$ cat config.mk
export PLATFORM = sky130hd
export DESIGN_NAME = cprv_lsu
export DESIGN_NICKNAME = d
export VERILOG_FILES = /design/src/rtl/cprv_lsu.sv
export SDC_FILE = /design/constraint.sdc
export NUM_CORES = 1
export LEC_CHECK = 0
export ABC_AREA = 0
export ABC_CLOCK_PERIOD_IN_PS = 2000
export BUFFER_PORTS_ARGS = -buffer_cell sky130_fd_sc_hd__buf_2
export CORE_MARGIN = 5
export CORE_UTILIZATION = 46
export DETAILED_ROUTE_END_ITERATION = 12
export PLACE_DENSITY = 0.78
export SYNTH_ARGS = -nofsm -noshare
export SYNTH_HDL_FRONTEND = slang
export SYNTH_SLANG_ARGS = --single-unit
$ cat constraint.sdc
create_clock -name clk -period 2 [get_ports clk]
set_clock_uncertainty 0.2 [all_clocks]
set_input_delay 0.2 -clock clk [delete_from_list [all_inputs] [get_ports clk]]
set_output_delay 0.2 -clock clk [all_outputs]
set_load 0.05 [all_outputs]
$ cat src/rtl/cprv_lsu.sv
// cprv_lsu: single-outstanding load/store unit behind the RV64I ALU.
// Aligns stores onto byte lanes, extends loads, and rejects misaligned/illegal ops.
module cprv_lsu #(
  parameter int DATA_WIDTH    = 64,
  parameter int ADDR_WIDTH    = 64,
  parameter int REGADDR_WIDTH = 5
) (
  input  logic                     clk,
  input  logic                     rst_n,
  input  logic                     ex_valid,
  output logic                     ex_ready,
  input  logic                     ex_is_store,
  input  logic [2:0]               ex_funct3,
  input  logic [ADDR_WIDTH-1:0]    ex_addr,
  input  logic [DATA_WIDTH-1:0]    ex_wdata,
  input  logic [REGADDR_WIDTH-1:0] ex_rd,
  output logic                     mem_req,
  output logic                     mem_we,
  output logic [ADDR_WIDTH-1:0]    mem_addr,
  output logic [7:0]               mem_be,
  output logic [DATA_WIDTH-1:0]    mem_wdata,
  input  logic                     mem_gnt,
  input  logic                     mem_rvalid,
  input  logic [DATA_WIDTH-1:0]    mem_rdata,
  output logic                     wb_valid,
  output logic [REGADDR_WIDTH-1:0] wb_rd,
  output logic [DATA_WIDTH-1:0]    wb_data,
  output logic                     misalign,
  output logic [ADDR_WIDTH-1:0]    misalign_addr
);

  typedef enum logic [1:0] {
    S_IDLE,
    S_REQ,
    S_RESP
  } state_t;

  state_t                     r_state;
  logic                       r_is_store;
  logic [2:0]                 r_f3;
  logic [2:0]                 r_off;
  logic [REGADDR_WIDTH-1:0]   r_rd;

  logic                       w_accept;
  logic                       w_bad;
  logic [7:0]                 w_be;
  logic [5:0]                 w_wsh;
  logic [5:0]                 w_rsh;
  logic [DATA_WIDTH-1:0]      w_sh;
  logic [DATA_WIDTH-1:0]      w_ld;

  assign ex_ready = (r_state == S_IDLE);
  assign w_accept = ex_valid && ex_ready;
  assign w_wsh    = {ex_addr[2:0], 3'b000};
  assign w_rsh    = {r_off, 3'b000};
  assign w_sh     = mem_rdata >> w_rsh;

  // Misalignment by access size, then illegal funct3 encodings.
  always_comb begin
    w_bad = 1'b0;
    unique case (ex_funct3[1:0])
      2'b00:   w_bad = 1'b0;
      2'b01:   w_bad = ex_addr[0];
      2'b10:   w_bad = |ex_addr[1:0];
      default: w_bad = |ex_addr[2:0];
    endcase
    if (ex_is_store && ex_funct3[2])
      w_bad = 1'b1;
    if (!ex_is_store && (ex_funct3 == 3'b111))
      w_bad = 1'b1;
  end

  always_comb begin
    w_be = 8'h00;
    unique case (ex_funct3[1:0])
      2'b00:   w_be = 8'h01 << ex_addr[2:0];
      2'b01:   w_be = 8'h03 << ex_addr[2:0];
      2'b10:   w_be = 8'h0F << ex_addr[2:0];
      default: w_be = 8'hFF;
    endcase
  end

  always_comb begin
    w_ld = w_sh;
    unique case (r_f3)
      3'b000:  w_ld = {{(DATA_WIDTH-8){w_sh[7]}}, w_sh[7:0]};
      3'b001:  w_ld = {{(DATA_WIDTH-16){w_sh[15]}}, w_sh[15:0]};
      3'b010:  w_ld = {{(DATA_WIDTH-32){w_sh[31]}}, w_sh[31:0]};
      3'b100:  w_ld = {{(DATA_WIDTH-8){1'b0}}, w_sh[7:0]};
      3'b101:  w_ld = {{(DATA_WIDTH-16){1'b0}}, w_sh[15:0]};
      3'b110:  w_ld = {{(DATA_WIDTH-32){1'b0}}, w_sh[31:0]};
      default: w_ld = w_sh;
    endcase
  end

  always_ff @(posedge clk or negedge rst_n) begin
    if (!rst_n) begin
      r_state       <= S_IDLE;
      r_is_store    <= 1'b0;
      r_f3          <= 3'b000;
      r_off         <= 3'b000;
      r_rd          <= '0;
      mem_req       <= 1'b0;
      mem_we        <= 1'b0;
      mem_addr      <= '0;
      mem_be        <= 8'h00;
      mem_wdata     <= '0;
      wb_valid      <= 1'b0;
      wb_rd         <= '0;
      wb_data       <= '0;
      misalign      <= 1'b0;
      misalign_addr <= '0;
    end else begin
      wb_valid <= 1'b0;
      misalign <= 1'b0;
      unique case (r_state)
        S_IDLE: begin
          if (w_accept) begin
            r_is_store <= ex_is_store;
            r_f3       <= ex_funct3;
            r_off      <= ex_addr[2:0];
            r_rd       <= ex_rd;
            if (w_bad) begin
              misalign      <= 1'b1;
              misalign_addr <= ex_addr;
            end else begin
              mem_req   <= 1'b1;
              mem_we    <= ex_is_store;
              mem_addr  <= {ex_addr[ADDR_WIDTH-1:3], 3'b000};
              mem_be    <= w_be;
              mem_wdata <= ex_wdata << w_wsh;
              r_state   <= S_REQ;
            end
          end
        end
        S_REQ: begin
          if (mem_gnt) begin
            mem_req <= 1'b0;
            r_state <= r_is_store ? S_IDLE : S_RESP;
          end
        end
        S_RESP: begin
          // rd==0 still completes the bus access but never writes back.
          if (mem_rvalid) begin
            wb_data  <= w_ld;
            wb_rd    <= r_rd;
            wb_valid <= |r_rd;
            r_state  <= S_IDLE;
          end
        end
        default: r_state <= S_IDLE;
      endcase
    end
  end

endmodule

==> run summary, run 1 <==
Worst path slowest cell: dfrtp_2
Synth Register Bits: 284
Max Slew Vio Count: 0
DR vias: 14,600
placed wire-length estimate: 39.0 mm
Die Width: 186 um
Mapped Avg Cell Area: 10.3 sq um
CTS tree: built
CTS Buf Count: 31
reg-to-reg startpoint: r_off[1]
cell area after synthesis: 14,300 sq um
leading area contributor after synthesis: dfrtp_1
Worst R2R Setup Slack: -140 ps
Crit Path Max Fanout: 8
worst-margin pin slew: 684 ps
Tot GR Track Use: 0.317
Gate power share: 0.548
Arr. time, crit path: 2430 ps
count of final setup violators: 58
Mapped Cells: 1,388
crit path setup slack, layout: -137 ps
fmax: 468 MHz
Pwr per Cell Area: 1580 nW/um^2
Sw Ratio: 0.504
drt via density: 5.76
Syn-to-layout area delta: 48.1%
warning count from the yosys run: 0
post-route setup TNS: -3970 ps
clk_lat worst skew: 570 ps
Root Driver: clkbuf_16
Tightest Hold Check Type: input pin to asynchronous set/reset pin
RSZ-0062 raised after global routing: yes
CP Class: flip-flop to flip-flop
max capacitance violation total: 0
clock tree sinks: 284
Seq/Total Area, Yosys: 0.497
Initial Utilization: 0.466
CTS max path bufs: 3
WL final: 58.4 mm
drt first pass iters: 6
# rows: 64
Rel. slew slack: 0.543
initial DRC count: 1,424
Period Utilization, post-route: 1.07
fin crit period: 2140 ps
initial antenna violation count: 2
Hold Slack: -19.2 ps
failing checks: hold timing, setup timing
overall power: 0.0335 W
register share of total power: 0.285
vias in the first global route: 15,300
Top cell by count, worst path: buf_4
# fillers: 2,055
Post-synth EDFFs: 0
Max VDD drop: 1230 uV
share of the synthesized area in the top cell type: 0.497
most frequent cells in the layout: buf_2 (473), nand2_1 (318), dfrtp_1 (282)
outcome: complete, but fails checks
CP cell instances: buf_4 -> buf_4 -> buf_12 -> clkbuf_16 -> mux2i_1 -> a211oi_1 -> a21oi_1 -> buf_4 -> a31oi_1
gp weighted congestion: 0.963
Core ar.: 30,700 sq um
Die Height: 186 um
NetSw: 0.0169 W
global-route wire length before repair: 89.2 mm
reg2reg path depth: 9
nets: 2,331
Internal: 0.0166 W
Synth Flop Type: dfrtp_1
# IOs: 480
crit end category: flip-flop
Synth async-reset ratio: 1.00
Buffers on Ports: 476
htree depth: 1
CP max stage delay: 450 ps
Clock power frac: 0.168
final core utilization: 0.690
dpl ws: -234 ps
Hold Violations, Final: 2
Netlist cell types: 55
most common cell after layout, fill and taps aside: buf_2
total global routing overflow: 0
clock-pin slew of the registers on the worst-case setup and hold paths: 60 ps
layout cells sized above 1: 0.417
full die area: 34,700 sq um
# DRC: 0
Worst R2R End: wb_data[21]
Leak: 10.4 nW
largest net degree at the start of global routing: 72
post-DR wirelength/cell: 23.0 um
final antenna-violating net count: 0
Setup crit start kind: flip-flop
synth top area cells: dfrtp_1 (50%), nand2_1 (8.4%), mux2_2 (6.1%), mux2_4 (5.3%), mux2i_1 (4.9%)
CP required: 2290 ps
-- routing by layer --
layer | track usage | vias up | wire, um
li1 | - | 6294 | -
met1 | 0.368 | 7011 | 20100
met2 | 0.556 | 1067 | 29500
met3 | 0.0766 | 247 | 5630
met4 | 0.144 | 0 | 3170
met5 | 0 | - | 0
-- metrics by stage --
stage          area, sq um  instances
2_1_floorplan        14300       1390
3_3_place_gp         17900       2289
3_5_place_dp         17900       2289
4_1_cts              20700       2528
5_1_grt              21200       2538
6_report             21200       2540
-- cell families after synthesis --
family                     Yosys count  share of synthesized area
muxes                              211                      0.184
other                                1                   0.000262
AOI/OAI and AO/OA                  290                      0.129
buffers and inverters              117                     0.0470
DFF                                284                      0.497
adders and majority gates            4                    0.00350
and+or+nand+nor                    481                      0.139
-- area by class of cell --
| class | count | area (sq um) | share of cell area |
|---|---|---|---|
| Clock buffer | 41 | 843 | 0.0398 |
| Multi-Input combinational cell | 989 | 6840 | 0.323 |
| Tap cell | 396 | 495 | 0.0234 |
| Timing Repair Buffer | 808 | 5720 | 0.270 |
| Antenna cell | 3 | 7.51 | 0.000355 |
| Clock inverter | 12 | 130 | 0.00615 |
| Sequential cell | 284 | 7110 | 0.336 |
| Inverter | 7 | 26.3 | 0.00124 |
-- worst max-delay path: cells and delay by family (launching register included) --
| family | cells | cell delay (ps) |
|---|---|---|
| buffers and inverters | 5 | 770 |
| AOI/OAI and AO/OA | 3 | 510 |
| DFF | 1 | 450 |
| muxes | 1 | 130 |
-- state kept, by name (all words and copies together) (netlist names) --
name	flops
wb_rd	5
r_state	2
r_off	3
mem_be	8
r_f3	3
mem_wdata	64
r_rd	5
misalign	1
mem_req	1
misalign_addr	64
wb_data	64
r_is_store	1
mem_addr	61
wb_valid	1
mem_we	1
-- synthesized netlist by cell type (8+ instances only) --
master	number
o31ai_1	27
nand2b_1	15
clkbuf_1	46
nand2_1	320
buf_4	13
dfrtp_1	284
buf_2	31
a21oi_1	110
mux2i_1	70
mux2_2	77
o21ai_0	39
nor2_1	105
nand3_1	10
a31oi_1	24
mux4_2	14
a211oi_1	16
mux2_4	50
nor2b_1	12
o211ai_1	18
o21a_1	15
o22a_1	8
-- how the worst max path moves through the flow --
stage	end	depth (start not counted)	from	slack (ps)
after detailed placement	wb_data[29]	6	r_off[1]	-230
after CTS	wb_data[47]	8	r_off[1]	-90
final	wb_data[21]	9	r_off[1]	-140
after floorplan	misalign_addr[14]	7	r_state[0]	-110
after global routing	wb_data[30]	9	r_off[1]	-240
after global placement	wb_data[21]	6	r_off[1]	-170
-- power groups by stage --
| stage | sequential, W | clock [W] | combinational, W |
|---|---|---|---|
| after global placement | 0.00941 | 0 | 0.0167 |
| after floorplan | 0.0168 | 0 | 0.00463 |
| final | 0.00954 | 0.00561 | 0.0183 |
| after CTS | 0.00942 | 0.00569 | 0.0175 |
| after global routing | 0.00972 | 0.00595 | 0.0191 |
| after detailed placement | 0.00947 | 0 | 0.0169 |
-- repair_timing --
action | 4_1_cts | 5_1_grt
hold buffers | 174 | 0
gates resized for setup | 15 | 70
pin swaps | 1 | 14
hold endpoints to repair | 503 | 0
cloned | 1 | 3
setup buffers | 12 | 9
setup endpoints to repair | 55 | 132
(Power assumes the default switching activity.)
==> run 2: changes to the inputs <==
ABC_CLOCK_PERIOD_IN_PS = 2100   (was 2000)
CORE_AREA = 5 5 186 188   (was default)
CORE_MARGIN = default   (was 5)
CORE_UTILIZATION = default   (was 46)
DIE_AREA = 0 0 191 193   (was default)
PLACE_DENSITY = 0.72   (was 0.78)
clock period = 2.1 ns   (was 2 ns; I/O delays follow)
==> run summary, run 2 (synthesis gave the netlist of run 1 again) <==
outcome: complete, but fails checks
failing checks: setup timing
drt via density: 5.31
Tightest Hold Check Type: input pin to flip-flop
CP Class: flip-flop to flip-flop
CTS Buf Count: 31
Root Driver: clkbuf_16
Non-Filler Instances: 2,486
final antenna-violating net count: 0
vias in the first global route: 13,600
CTS tree: built
Period Utilization, post-route: 1.01
design area: 20,000 sq um
Die Width: 191 um
total global routing overflow: 0
Core ar.: 32,900 sq um
worst-margin pin slew: 495 ps
placed wire-length estimate: 37.5 mm
Syn-to-layout area delta: 39.9%
# rows: 67
initial DRC count: 770
CTS max path bufs: 3
Placement Cell Area: 17,500 sq um
RSZ-0062 raised after global routing: yes
Worst R2R Setup Slack: -30 ps
DR vias: 13,200
full die area: 36,900 sq um
most frequent cells in the layout: buf_2 (474), nand2_1 (320), dfrtp_1 (281)
gp weighted congestion: 0.956
most common cell after layout, fill and taps aside: buf_2
nets: 2,224
largest net degree at the start of global routing: 72
clock tree sinks: 284
Buffers on Ports: 476
Max VDD drop: 1160 uV
CP required: 2320 ps
Tot GR Track Use: 0.268
post-DR wirelength/cell: 20.8 um
biggest regs: mem_wdata x64, misalign_addr x64, wb_data x64
Initial Utilization: 0.434
Hold Slack: 12.6 ps
layout cells sized above 1: 0.382
Rel. slew slack: 0.668
clk_lat worst skew: 570 ps
WL final: 51.6 mm
fin crit period: 2130 ps
max capacitance violation total: 0
Hold Violations, Final: 0
crit path setup slack, layout: -26.1 ps
# DRC: 0
initial antenna violation count: 0
htree depth: 1
count of final setup violators: 1
crit end category: flip-flop
Crit Path Max Fanout: 42
Setup crit start kind: flip-flop
Max Slew Vio Count: 0
Die Height: 193 um
fmax: 470 MHz
Arr. time, crit path: 2350 ps
# IOs: 480
clock-pin slew of the registers on the worst-case setup and hold paths: 60 ps
global-route wire length before repair: 77.5 mm
Pwr per Cell Area: 1530 nW/um^2
Leak: 9.87 nW
drt first pass iters: 7
Inst Count DP: 2,285
run 2: layout make-up:
cell class	instances	area [sq um]
Fill cell	2656	12900
Inverter	7	26.3
Timing Repair Buffer	701	4690
Multi-Input combinational cell	989	6580
Sequential cell	284	7110
Antenna cell	1	2.50
Clock inverter	10	121
Tap cell	448	561
Clock buffer	46	912
run 2: metal layers:
layer | track usage | part of all wire | up-vias
li1 | - | - | 6094
met1 | 0.331 | 0.38 | 6361
met2 | 0.468 | 0.50 | 643
met3 | 0.0562 | 0.083 | 106
met4 | 0.0950 | 0.036 | 0
met5 | 0 | 0 | -
run 2: report_power, final:
| part | internal (W) | switching, W | total (W) |
|---|---|---|---|
| clock | 0.00325 | 0.00225 | 0.00549 |
| combinational | 0.00447 | 0.0117 | 0.0162 |
| sequential | 0.00760 | 0.00138 | 0.00899 |
| total | 0.0153 | 0.0154 | 0.0307 |
run 2: metrics by stage:
stage                util  setup WS, ps  total power (W)  TNS, ps
floorplan               -         -7.91           0.0204     -356
global placement    0.530         -81.1           0.0246     -182
detailed placement  0.530         -88.3           0.0249    -3840
CTS                 0.606         -9.88           0.0307    -9.88
global route        0.607         -60.2           0.0321     -991
finish              0.607         -26.1           0.0307    -26.1
run 2: worst max-delay path: stages (launching register included):
cell,delay [ps]
dfrtp_2,480
buf_12,270
mux4_2,610
mux2_4,300
nand2_1,60
a21oi_1,60
run 2: timing repair:
action	in CTS	in global routing
hold buffers	142	0
setup endpoints to repair	54	54
pin swaps	2	1
endpoints found under the hold margin	486	0
setup buffers	1	1
gates resized for setup	4	8
run 2: worst paths after layout:
kind | startpoint | end | cells past startpoint
max | r_off[1] | wb_data[9] | 5
min | ex_wdata[43] | mem_wdata[51] | 5
max reg2reg | r_off[1] | wb_data[9] | 5
min reg2reg | mem_wdata[4] | mem_wdata[4] | 2
max in group asynchronous | rst_n | wb_rd[2] | 4
min in group asynchronous | rst_n | misalign_addr[14] | 3
